<file path="src/rtl/vector_bitwise_unit_if.sv">
`default_nettype none
// ============================================================================
//  Module      : vector_bitwise_unit_if
//  Description : Command / operand / result bundle of the vector bitwise unit.
//                master = issuing side, slave = execution unit.
//  Revision    : 1.0  initial release
// ============================================================================
interface vector_bitwise_unit_if #(
   parameter int ELEM_W = 32,
   parameter int LANES  = 4,
   parameter int VL_W   = 6
);
   logic                    cmd_valid;
   logic                    cmd_ready;
   logic [2:0]              cmd_op;
   logic [VL_W-1:0]         cmd_vl;
   logic                    cmd_red;
   logic                    in_valid;
   logic                    in_ready;
   logic [LANES*ELEM_W-1:0] in_a;
   logic [LANES*ELEM_W-1:0] in_b;
   logic [LANES-1:0]        in_mask;
   logic                    out_valid;
   logic                    out_ready;
   logic [LANES*ELEM_W-1:0] out_data;
   logic [LANES-1:0]        out_lane_en;
   logic [ELEM_W-1:0]       red_result;
   logic                    busy;
   logic                    done;

   modport master (
      output cmd_valid, cmd_op, cmd_vl, cmd_red, in_valid, in_a, in_b, in_mask, out_ready,
      input  cmd_ready, in_ready, out_valid, out_data, out_lane_en, red_result, busy, done
   );

   modport slave (
      input  cmd_valid, cmd_op, cmd_vl, cmd_red, in_valid, in_a, in_b, in_mask, out_ready,
      output cmd_ready, in_ready, out_valid, out_data, out_lane_en, red_result, busy, done
   );
endinterface
`default_nettype wire

</file>
<file path="src/rtl/vector_bitwise_unit.sv">
`default_nettype none
// ============================================================================
//  Module      : vector_bitwise_unit
//  Description : Multi-lane, vector-length-aware bitwise execution unit with
//                per-lane masking, tail zeroing and a single output register.
//                Optional reduction accumulator enabled by macro VBW_REDUCE_EN.
//  Revision    : 1.0  initial release
// ============================================================================
module vector_bitwise_unit #(
   parameter int ELEM_W   = 32,
   parameter int LANES    = 4,
   parameter int VLEN_MAX = 32,
   parameter int VL_W     = $clog2(VLEN_MAX + 1)
) (
   input  wire logic             clk,
   input  wire logic             reset,
   vector_bitwise_unit_if.slave  bus
);
   localparam int BEATS_MAX = VLEN_MAX / LANES;
   localparam int BEAT_W    = $clog2(BEATS_MAX + 1);
   localparam int CMP_W     = VL_W + 1;
   localparam logic [CMP_W-1:0] C_LANES = CMP_W'(LANES);

   localparam logic [1:0] S_IDLE  = 2'd0;
   localparam logic [1:0] S_RUN   = 2'd1;
   localparam logic [1:0] S_DRAIN = 2'd2;
   localparam logic [1:0] S_DONE  = 2'd3;

   localparam logic [2:0] OP_AND  = 3'd0;
   localparam logic [2:0] OP_OR   = 3'd1;
   localparam logic [2:0] OP_XOR  = 3'd2;
   localparam logic [2:0] OP_NAND = 3'd3;
   localparam logic [2:0] OP_NOR  = 3'd4;
   localparam logic [2:0] OP_XNOR = 3'd5;
   localparam logic [2:0] OP_ANDN = 3'd6;

   logic [1:0]              state, state_next;
   logic [2:0]              op_q;
   logic [VL_W-1:0]         vl_eff;
   logic [VL_W-1:0]         vl_clamped;
   logic [BEAT_W-1:0]       beat;
   logic [CMP_W-1:0]        base;
   logic                    cmd_fire, in_fire, last_beat, red_mode;
   logic                    cmd_ready_c, in_ready_c, busy_c, done_c;
   logic                    out_valid_q;
   logic [LANES*ELEM_W-1:0] out_data_q, lane_data;
   logic [LANES-1:0]        out_lane_en_q, lane_en;

   function automatic logic [ELEM_W-1:0] op_apply(input logic [2:0] op,
                                                  input logic [ELEM_W-1:0] a,
                                                  input logic [ELEM_W-1:0] b);
      case (op)
         OP_AND:  op_apply = a & b;
         OP_OR:   op_apply = a | b;
         OP_XOR:  op_apply = a ^ b;
         OP_NAND: op_apply = ~(a & b);
         OP_NOR:  op_apply = ~(a | b);
         OP_XNOR: op_apply = ~(a ^ b);
         OP_ANDN: op_apply = a & ~b;
         default: op_apply = '0;
      endcase
   endfunction

   assign vl_clamped = (bus.cmd_vl > VL_W'(VLEN_MAX)) ? VL_W'(VLEN_MAX) : bus.cmd_vl;
   assign cmd_fire   = bus.cmd_valid & cmd_ready_c;
   assign in_fire    = bus.in_valid & in_ready_c;
   assign base       = CMP_W'(beat) * C_LANES;
   assign last_beat  = (base + C_LANES) >= {1'b0, vl_eff};

   // Per-lane element classification: tail, masked-off (A passes through) or active op.
   for (genvar i = 0; i < LANES; i++) begin : g_lane
      logic [CMP_W-1:0]  elem;
      logic              active;
      logic [ELEM_W-1:0] a, b;
      assign elem       = base + CMP_W'(i);
      assign active     = elem < {1'b0, vl_eff};
      assign a          = bus.in_a[i*ELEM_W +: ELEM_W];
      assign b          = bus.in_b[i*ELEM_W +: ELEM_W];
      assign lane_en[i] = active & bus.in_mask[i];
      assign lane_data[i*ELEM_W +: ELEM_W] = !active      ? '0 :
                                             bus.in_mask[i] ? op_apply(op_q, a, b) : a;
   end

   // State register.
   always_ff @(posedge clk or posedge reset) begin
      if (reset) state <= S_IDLE;
      else       state <= state_next;
   end

   // Next-state logic.
   always_comb begin
      state_next = state;
      case (state)
         S_IDLE:  if (bus.cmd_valid) state_next = (vl_clamped == '0) ? S_DONE : S_RUN;
         S_RUN:   if (in_fire && last_beat) state_next = S_DRAIN;
         S_DRAIN: if (!out_valid_q || bus.out_ready) state_next = S_DONE;
         S_DONE:  state_next = S_IDLE;
         default: state_next = S_IDLE;
      endcase
   end

   // State-decoded handshake and status outputs.
   always_comb begin
      cmd_ready_c = 1'b0;
      in_ready_c  = 1'b0;
      busy_c      = 1'b1;
      done_c      = 1'b0;
      case (state)
         S_IDLE: begin
            cmd_ready_c = 1'b1;
            busy_c      = 1'b0;
         end
         S_RUN:   in_ready_c = red_mode | !out_valid_q | bus.out_ready;
         S_DONE:  done_c = 1'b1;
         default: ;
      endcase
   end

   // Command latch and beat counter.
   always_ff @(posedge clk or posedge reset) begin
      if (reset) begin
         op_q   <= '0;
         vl_eff <= '0;
         beat   <= '0;
      end else if (cmd_fire) begin
         op_q   <= bus.cmd_op;
         vl_eff <= vl_clamped;
         beat   <= '0;
      end else if (in_fire) begin
         beat   <= beat + BEAT_W'(1);
      end
   end

   // Single output register: loads on accept, clears valid when drained.
   always_ff @(posedge clk or posedge reset) begin
      if (reset) begin
         out_valid_q   <= 1'b0;
         out_data_q    <= '0;
         out_lane_en_q <= '0;
      end else if (in_fire && !red_mode) begin
         out_valid_q   <= 1'b1;
         out_data_q    <= lane_data;
         out_lane_en_q <= lane_en;
      end else if (bus.out_ready) begin
         out_valid_q   <= 1'b0;
      end
   end

`ifdef VBW_REDUCE_EN
   logic              red_q;
   logic [ELEM_W-1:0] acc, acc_next, red_result_q;

   assign red_mode       = red_q;
   assign bus.red_result = red_result_q;

   // Fold the op results of enabled lanes of the current beat into the accumulator.
   always_comb begin
      acc_next = acc;
      for (int i = 0; i < LANES; i++) begin
         if (lane_en[i]) begin
            case (op_q)
               OP_AND:  acc_next = acc_next & lane_data[i*ELEM_W +: ELEM_W];
               OP_OR:   acc_next = acc_next | lane_data[i*ELEM_W +: ELEM_W];
               OP_XOR:  acc_next = acc_next ^ lane_data[i*ELEM_W +: ELEM_W];
               default: ;
            endcase
         end
      end
   end

   // Accumulator and published reduction result; non-logic ops publish zero.
   always_ff @(posedge clk or posedge reset) begin
      if (reset) begin
         red_q        <= 1'b0;
         acc          <= '0;
         red_result_q <= '0;
      end else begin
         if (cmd_fire) begin
            red_q <= bus.cmd_red;
            acc   <= (bus.cmd_op == OP_AND) ? '1 : '0;
         end else if (in_fire && red_q) begin
            acc   <= acc_next;
         end
         if (cmd_fire && vl_clamped == '0 && bus.cmd_red)
            red_result_q <= (bus.cmd_op == OP_AND) ? '1 : '0;
         else if (state == S_DRAIN && state_next == S_DONE && red_q)
            red_result_q <= (op_q <= OP_XOR) ? acc : '0;
      end
   end
`else
   logic unused_red;
   assign unused_red     = bus.cmd_red;
   assign red_mode       = 1'b0;
   assign bus.red_result = '0;
`endif

   assign bus.cmd_ready   = cmd_ready_c;
   assign bus.in_ready    = in_ready_c;
   assign bus.busy        = busy_c;
   assign bus.done        = done_c;
   assign bus.out_valid   = out_valid_q;
   assign bus.out_data    = out_data_q;
   assign bus.out_lane_en = out_lane_en_q;
endmodule
`default_nettype wire

</file>
<file path="src/flat_wrapper.sv">
// flat-port wrapper written by rule: the top's interface ports become plain ports
module vector_bitwise_unit_flat 
#(
   parameter int ELEM_W   = 32,
   parameter int LANES    = 4,
   parameter int VLEN_MAX = 32,
   parameter int VL_W     = $clog2(VLEN_MAX + 1)
)
  (clk, reset, bus_cmd_valid, bus_cmd_op, bus_cmd_vl, bus_cmd_red, bus_in_valid, bus_in_a, bus_in_b, bus_in_mask, bus_out_ready, bus_cmd_ready, bus_in_ready, bus_out_valid, bus_out_data, bus_out_lane_en, bus_red_result, bus_busy, bus_done);
  vector_bitwise_unit_if #(.ELEM_W(ELEM_W), .LANES(LANES), .VL_W(VL_W)) bus_i ();
  input  wire logic clk;
  input  wire logic reset;
  input wire logic [$bits(bus_i.cmd_valid)-1:0] bus_cmd_valid;
  input wire logic [$bits(bus_i.cmd_op)-1:0] bus_cmd_op;
  input wire logic [$bits(bus_i.cmd_vl)-1:0] bus_cmd_vl;
  input wire logic [$bits(bus_i.cmd_red)-1:0] bus_cmd_red;
  input wire logic [$bits(bus_i.in_valid)-1:0] bus_in_valid;
  input wire logic [$bits(bus_i.in_a)-1:0] bus_in_a;
  input wire logic [$bits(bus_i.in_b)-1:0] bus_in_b;
  input wire logic [$bits(bus_i.in_mask)-1:0] bus_in_mask;
  input wire logic [$bits(bus_i.out_ready)-1:0] bus_out_ready;
  output wire logic [$bits(bus_i.cmd_ready)-1:0] bus_cmd_ready;
  output wire logic [$bits(bus_i.in_ready)-1:0] bus_in_ready;
  output wire logic [$bits(bus_i.out_valid)-1:0] bus_out_valid;
  output wire logic [$bits(bus_i.out_data)-1:0] bus_out_data;
  output wire logic [$bits(bus_i.out_lane_en)-1:0] bus_out_lane_en;
  output wire logic [$bits(bus_i.red_result)-1:0] bus_red_result;
  output wire logic [$bits(bus_i.busy)-1:0] bus_busy;
  output wire logic [$bits(bus_i.done)-1:0] bus_done;
  assign bus_i.cmd_valid = bus_cmd_valid;
  assign bus_i.cmd_op = bus_cmd_op;
  assign bus_i.cmd_vl = bus_cmd_vl;
  assign bus_i.cmd_red = bus_cmd_red;
  assign bus_i.in_valid = bus_in_valid;
  assign bus_i.in_a = bus_in_a;
  assign bus_i.in_b = bus_in_b;
  assign bus_i.in_mask = bus_in_mask;
  assign bus_i.out_ready = bus_out_ready;
  assign bus_cmd_ready = bus_i.cmd_ready;
  assign bus_in_ready = bus_i.in_ready;
  assign bus_out_valid = bus_i.out_valid;
  assign bus_out_data = bus_i.out_data;
  assign bus_out_lane_en = bus_i.out_lane_en;
  assign bus_red_result = bus_i.red_result;
  assign bus_busy = bus_i.busy;
  assign bus_done = bus_i.done;
  vector_bitwise_unit #(.ELEM_W(ELEM_W), .LANES(LANES), .VLEN_MAX(VLEN_MAX), .VL_W(VL_W)) u_core (.clk(clk), .reset(reset), .bus(bus_i));
endmodule
</file>
<file path="config.mk">
export PLATFORM = sky130hd
export DESIGN_NAME = vector_bitwise_unit_flat
export DESIGN_NICKNAME = d
export VERILOG_FILES = /design/src/rtl/vector_bitwise_unit_if.sv /design/src/rtl/vector_bitwise_unit.sv /design/src/flat_wrapper.sv
export SDC_FILE = /design/constraint.sdc
export NUM_CORES = 1
export LEC_CHECK = 0
export ABC_AREA = 1
export CORE_MARGIN = 5
export CORE_UTILIZATION = 25
export DETAILED_ROUTE_END_ITERATION = 7
export PLACE_DENSITY = 0.47
export SYNTH_ARGS = -nofsm -noshare
export SYNTH_HDL_FRONTEND = slang
export SYNTH_SLANG_ARGS = --single-unit
export TNS_END_PERCENT = 30
</file>
<file path="constraint.sdc">
create_clock -name clk -period 12.1 [get_ports clk]
set_clock_uncertainty 0.05 [all_clocks]
set_input_delay 1.815 -clock clk [delete_from_list [all_inputs] [get_ports clk]]
set_output_delay 1.815 -clock clk [all_outputs]
set_load 0.05 [all_outputs]
</file>
==> results of run 1 <==
==> cell usage in the layout, fill, tap and decap left out, types with 5 or more instances in the layout <==
master,count
buf_4,37
ha_1,398
nand2_1,1442
nand3_1,413
clkdlybuf4s50_1,409
diode_2,18
conb_1,32
clkbuf_16,17
nor2_1,392
nand4_1,256
inv_6,5
inv_1,607
dfrtp_1,146
o21ai_0,7
==> sequential cells by signal, summed over array words and instances, names as in the netlist <==
register,flops
u_core.bus.out_data,128
u_core.vl_eff,6
u_core.beat,4
u_core.bus.out_lane_en,4
u_core.op_q,3
u_core.state,2
u_core.bus.out_valid,1
==> cell families after synthesis <==
family / share of synthesized area, %
AOI/OAI and AO/OA: 0.417
other: 0.0162
xor gates and xnor gates: 0.0759
and+or+nand+nor: 45.9
buffers and inverters: 16.0
adders and majority gates: 21.6
DFF: 16.0
==> Yosys cell counts <==
cell	n	share of area, %
conb_1	1	0.016
nand2_1	1445	24
buf_6	1	0.049
nor3_1	2	0.043
o21ai_2	1	0.038
o21ai_0	7	0.15
buf_1	35	0.57
inv_2	4	0.065
buf_2	89	1.9
o22ai_1	4	0.11
inv_1	611	9.9
nand3_1	413	9.0
nor2_1	394	6.4
xor2_1	2	0.076
a21oi_1	2	0.043
a21oi_2	2	0.076
dfrtp_1	148	16
clkbuf_1	114	1.9
nand4_1	256	6.9
ha_1	398	22
buf_4	48	1.6
nor2_2	2	0.054
==> final cells by class <==
| class | count | share of cell area (%) |
|---|---|---|
| clock inverter | 14 | 0.695 |
| sequential | 148 | 13.0 |
| antenna | 18 | 0.158 |
| tap | 1186 | 5.22 |
| multi-input combinational | 2960 | 55.8 |
| inverter | 615 | 8.19 |
| timing repair buffer | 447 | 15.4 |
| clock buffer | 18 | 1.54 |
==> routing by layer <==
metal	GRT usage (%)	vias to the layer above
li1	-	12600
met5	0	-
met2	29.2	460
met3	3.86	84
met1	21.7	10900
met4	5.12	16
==> how the worst min path moves through the flow <==
| stage | endpoint | depth (start not counted) | slack [ns] | start |
|---|---|---|---|---|
| floorplan | u_core.state[1] | 2 | 0.44 | u_core.state[1] |
| global placement | u_core.bus.out_data[119] | 2 | 0.41 | u_core.bus.out_data[119] |
| detailed placement | u_core.bus.out_data[9] | 2 | 0.41 | u_core.bus.out_data[9] |
| CTS | u_core.bus.out_data[9] | 2 | 0.43 | u_core.bus.out_data[9] |
| global route | u_core.bus.out_data[78] | 2 | 0.45 | u_core.bus.out_data[78] |
| finish | u_core.bus.out_data[9] | 2 | 0.43 | u_core.bus.out_data[9] |
==> stage by stage <==
step                      power (mW)  std cells  hold slack [ns]  util (%)  cell area, µm²
after floorplan                 3.64       4010            0.440         -           23200
after global placement          4.87       5356            0.413      30.3           27800
after detailed placement        4.86       5356            0.414      30.3           27800
after CTS                       5.54       5388            0.433      31.0           28400
after global routing            5.97       5399            0.448      31.0           28400
final                           5.46       5406            0.427      31.0           28400
==> worst max-delay path, cell delays in order <==
cell and delay, ns:
clkdlybuf4s50_1 0.48, inv_2 0.05, a21oi_2 0.20, clkdlybuf4s50_1 0.84
==> power groups by stage <==
stage	clock network, mW	logic [mW]	registers, mW
2_1_floorplan	0	2.21	1.42
3_3_place_gp	0	3.96	0.914
3_5_place_dp	0	3.96	0.905
4_1_cts	0.677	3.97	0.901
5_1_grt	0.686	4.35	0.928
6_report	0.647	3.92	0.899
==> run summary, run 1 <==
deepest clock path buffer count = 2
Clock power frac = 11.8%
final setup TNS = 0 ns
grt ovf = 0
total track usage = 17.2%
FMAX = 190 MHz
GPL Wtd Cong = 0.775
clk root buf = clkbuf_16
CTS tree = done
VDD IR max = 0.144 mV
largest net degree at the start of global routing = 119
Die Area = 0.0985 mm²
FF-to-FF path depth = 11
DR vias = 24.1k
antenna violations before repair = 26
drt pass-1 iters = 5
R2R Path Start = u_core.op_q[1]
Core Box Area = 0.0917 mm²
DP Wirelength = 56.4 mm
CP Max Fanout = 2
IO Count = 444
number of global-route vias before repair = 23.2k
number of synthesis warnings = 0
CP Launch Type = input port
Std-Cell Rows = 111
Initial Util = 25.2%
First DRT Iteration DRCs = 1319
post-route ant nets = 0
CTS Buf Count = 17
CP startpoint = bus_out_ready
Post-CTS Hold Buffers = 0
Netlist Area Pre-Place = 0.0231 mm²
P_leak = 16.7 nW
Tightest Hold Check Type = reg -> reg
drt wl/cell = 16.0 µm
Clock Sinks = 148
Int Pwr = 2.16 mW
# H-tree levels = 4
endpoints failing hold = 0
# DRC = 0
met2 wire len = 41.2 mm
DP Worst Slack = 6.83 ns
Slew @ Worst Pin = 1.12 ns
Syn-to-layout area delta = 23.2%
CTS-repair resized insts = 0
input/output buffers = 410
max_cap viols = 0
Avg Cell Area, Syn = 5.80 µm²
clk slew on worst S/H paths = 0.07 ns
Final Max Tran Viols = 0
Multi-input gate area = 0.0159 mm²
fin crit share = 43.4%
Mapped Cells = 3979
status = complete, no violations
die extent in y = 314 µm
clk_lat worst skew = 0.51 ns
RSZ-0062 raised after global routing = no
layout cells sized above 1 = 2.07%
WL met3 = 4.30 mm
Chip Width = 314 µm
Logic pwr share = 71.7%
FF-to-FF End = u_core.bus.out_data[104]
# fillers = 10.3k
sequential cell area = 0.00371 mm²
CP endpoint kind = output pin
Reg2Reg Setup Slack = 7.89 ns
min Tclk post-route = 5.25 ns
Distinct cells, synth = 22
Net Sw Frac = 60.5%
Crit path arrival time = 3.39 ns
Net Sw Power = 3.30 mW
Vias/cell = 4.46
share of power burned in registers = 16.5%
Critical Path RT = 10.23 ns
NumNets Final = 4862
CP Capture Point = bus_in_ready
Post-Route WL = 86.7 mm
# setup viols final = 0
Seq/Total Area, Yosys = 16.0%
Slew HR = 25.1%
#FFs+latches synth = 148
power density cells = 192 mW/mm²
highest metal used = met5
Worst Setup Path Type = in -> out
first-pass GRT wire length = 134 mm
final worst slack = 6.85 ns
met1 WL = 39.6 mm
buffer count from post-CTS setup fixing = 0
Note: power is estimated with default switching activity, not from simulation.
==> run 2: changes to the inputs <==
==> constraint.sdc (replaced) <==
create_clock -name clk -period 5.5 [get_ports clk]
set_clock_uncertainty 0.05 [all_clocks]
set_input_delay 0.825 -clock clk [delete_from_list [all_inputs] [get_ports clk]]
set_output_delay 0.825 -clock clk [all_outputs]
set_load 0.05 [all_outputs]
==> run summary, run 2 (same netlist as run 1, synthesis figures left out) <==
CTS tree = done
die extent in y = 314 µm (unchanged)
most frequent CP cell = nand2_1
RSZ-0062 raised after global routing = no
Net Sw Power = 7.27 mW (+120%)
DR vias = 24.2k (+0.20%)
Tightest Hold Check Type = reg -> reg
first-pass GRT wire length = 135 mm (+0.22%)
CP Max Fanout = 62 (+60)
R2R Path Start = u_core.op_q[1]
Largest stage delay, worst path = 0.73 ns (-0.11 ns)
CP top delay family = simple AND/OR/NAND/NOR gates
drt wl/cell = 16.0 µm (-0.21%)
FF-to-FF End = u_core.bus.out_data[71]
critical path depth = 11 (+7)
# DRC = 0 (unchanged)
Reg2Reg Setup Slack = 2.06 ns (-5.83 ns)
largest net degree at the start of global routing = 175 (+47%)
Chip Width = 314 µm (unchanged)
Vias/cell = 4.47 (+0.20%)
layout cells sized above 1 = 2.07% (unchanged)
crit-path cells = nor2_4 > buf_4 > nand2_4 > buf_4 > nor2_1 > nor2_1 > nand2_1 > nand2_1 > nand2_1 > nand2_1 > nand2_1
Post-CTS Hold Buffers = 0 (unchanged)
Final Max Tran Viols = 0 (unchanged)
antenna violations before repair = 28 (+7.7%)
Slew @ Worst Pin = 1.03 ns (-0.0924 ns)
Slew HR = 31.3% (+6.2 points)
CP Capture Point = u_core.bus.out_data[71]
Critical Path RT = 5.89 ns (-4.34 ns)
total power = 12.0 mW (+120%)
First DRT Iteration DRCs = 1366 (+3.6%)
final setup TNS = 0 ns (unchanged)
Crit path arrival time = 3.82 ns (+0.43 ns)
CP endpoint kind = register
input/output buffers = 410 (unchanged)
CP Launch Type = register
Syn-to-layout area delta = 23.3% (about the same)
number of global-route vias before repair = 23.3k (+0.41%)
Clock power frac = 11.3% (-0.5 points)
endpoints failing hold = 0 (unchanged)
max FFs per register = 128 (unchanged)
deepest clock path buffer count = 2 (unchanged)
NumNets Final = 4862 (unchanged)
power density cells = 420 mW/mm² (+120%)
status = complete, no violations
Int Pwr = 4.68 mW (+120%)
Die Area = 0.0985 mm² (unchanged)
Hold Worst Slack = 0.428 ns (+0.00106 ns)
final core utilization = 31.0% (about the same)
Net Sw Frac = 60.9% (+0.40 points)
clk slew on worst S/H paths = 0.07 ns (about the same)
P_leak = 16.7 nW (about the same)
DP Wirelength = 56.1 mm (-0.54%)
Worst Setup Path Type = reg -> reg
CTS-repair resized insts = 0 (unchanged)
clk root buf = clkbuf_16
hold path cells = 2 (unchanged)
FMAX = 291 MHz
Logic pwr share = 72.2% (+0.5 points)
max_cap viols = 0 (unchanged)
DP Worst Slack = 2.00 ns (-4.83 ns)
CTS Buf Count = 17 (unchanged)
drt pass-1 iters = 5 (unchanged)
Clock Sinks = 148 (unchanged)
final worst slack = 2.06 ns (-4.78 ns)
FF-to-FF path depth = 11 (unchanged)
# setup viols final = 0 (unchanged)
post-route ant nets = 0 (unchanged)
CP startpoint = u_core.op_q[1]
grt ovf = 0 (unchanged)
Std-Cell Rows = 111 (unchanged)
most common cell after layout, fill and taps aside = nand2_1
Core Box Area = 0.0917 mm² (unchanged)
CP bufs+invs = 2 (-1)
Initial Util = 25.2% (unchanged)
most frequent cells in the layout = nand2_1 (1442), inv_1 (608), nand3_1 (413)
Post-Route WL = 86.5 mm (-0.21%)
VDD IR max = 0.407 mV (+180%)
share of power burned in registers = 16.5% (about the same)
fin crit share = 62.5%
# H-tree levels = 4 (unchanged)
Slowest-stage cell, CP = dfrtp_4
buffer count from post-CTS setup fixing = 0 (unchanged)
total track usage = 17.2% (+0.038 points)
clk_lat worst skew = 0.51 ns (about the same)
IO Count = 444 (unchanged)
min Tclk post-route = 3.44 ns
GPL Wtd Cong = 0.769 (-0.77%)
run 2: cell count changes in the layout (fill, tap and decap cells not counted), sizes merged:
cell | previous run | this run
bufinv | 4 | 2
clkbuf | 18 | 17
clkinv | 7 | 8
inv | 616 | 618
run 2: final cells by class:
class,count,area [µm²]
timing repair buffer,447,4430
antenna,18,45.0
sequential,148,3710
clock inverter,15,170
fill,10300,63200
tap,1186,1480
multi-input combinational,2960,15900
clock buffer,17,425
inverter,615,2330
run 2: per-layer routing:
layer | GRT usage, % | share of wire [%] | vias up
li1 | - | - | 12600
met1 | 21.7 | 45 | 11000
met2 | 29.0 | 47 | 416
met3 | 4.34 | 5.4 | 86
met4 | 5.33 | 2.0 | 18
met5 | 0 | 0.13 | -
run 2: how the worst min path moves through the flow:
| stage | from | to | slack, ns |
|---|---|---|---|
| after global routing | u_core.bus.out_data[32] | u_core.bus.out_data[32] | 0.45 |
| after global placement | u_core.bus.out_data[94] | u_core.bus.out_data[94] | 0.41 |
| after CTS | u_core.bus.out_data[70] | u_core.bus.out_data[70] | 0.43 |
| after floorplan | u_core.state[1] | u_core.state[1] | 0.44 |
| after detailed placement | u_core.bus.out_data[16] | u_core.bus.out_data[16] | 0.41 |
| final | u_core.bus.out_data[70] | u_core.bus.out_data[70] | 0.43 |
run 2: power groups by stage:
stage	combinational, mW	sequential [mW]	clock (mW)
after global placement	8.74	2.01	0
final	8.63	1.97	1.35
after floorplan	4.86	3.13	0
after detailed placement	8.73	2.00	0
after CTS	8.76	1.98	1.42
after global routing	9.62	2.05	1.45
run 2: through the flow:
step           cells  area (µm²)
2_1_floorplan   4010       23200
3_3_place_gp    5356       27800
3_5_place_dp    5356       27800
4_1_cts         5388       28400
5_1_grt         5397       28400
6_report        5406       28500
run 2: worst register-to-register path: cells and delay by family, from the launching register on:
family | cells | cell delay, ns
buffers and inverters | 2 | 1.17
and+or+nand+nor | 9 | 1.40
DFF | 1 | 0.73
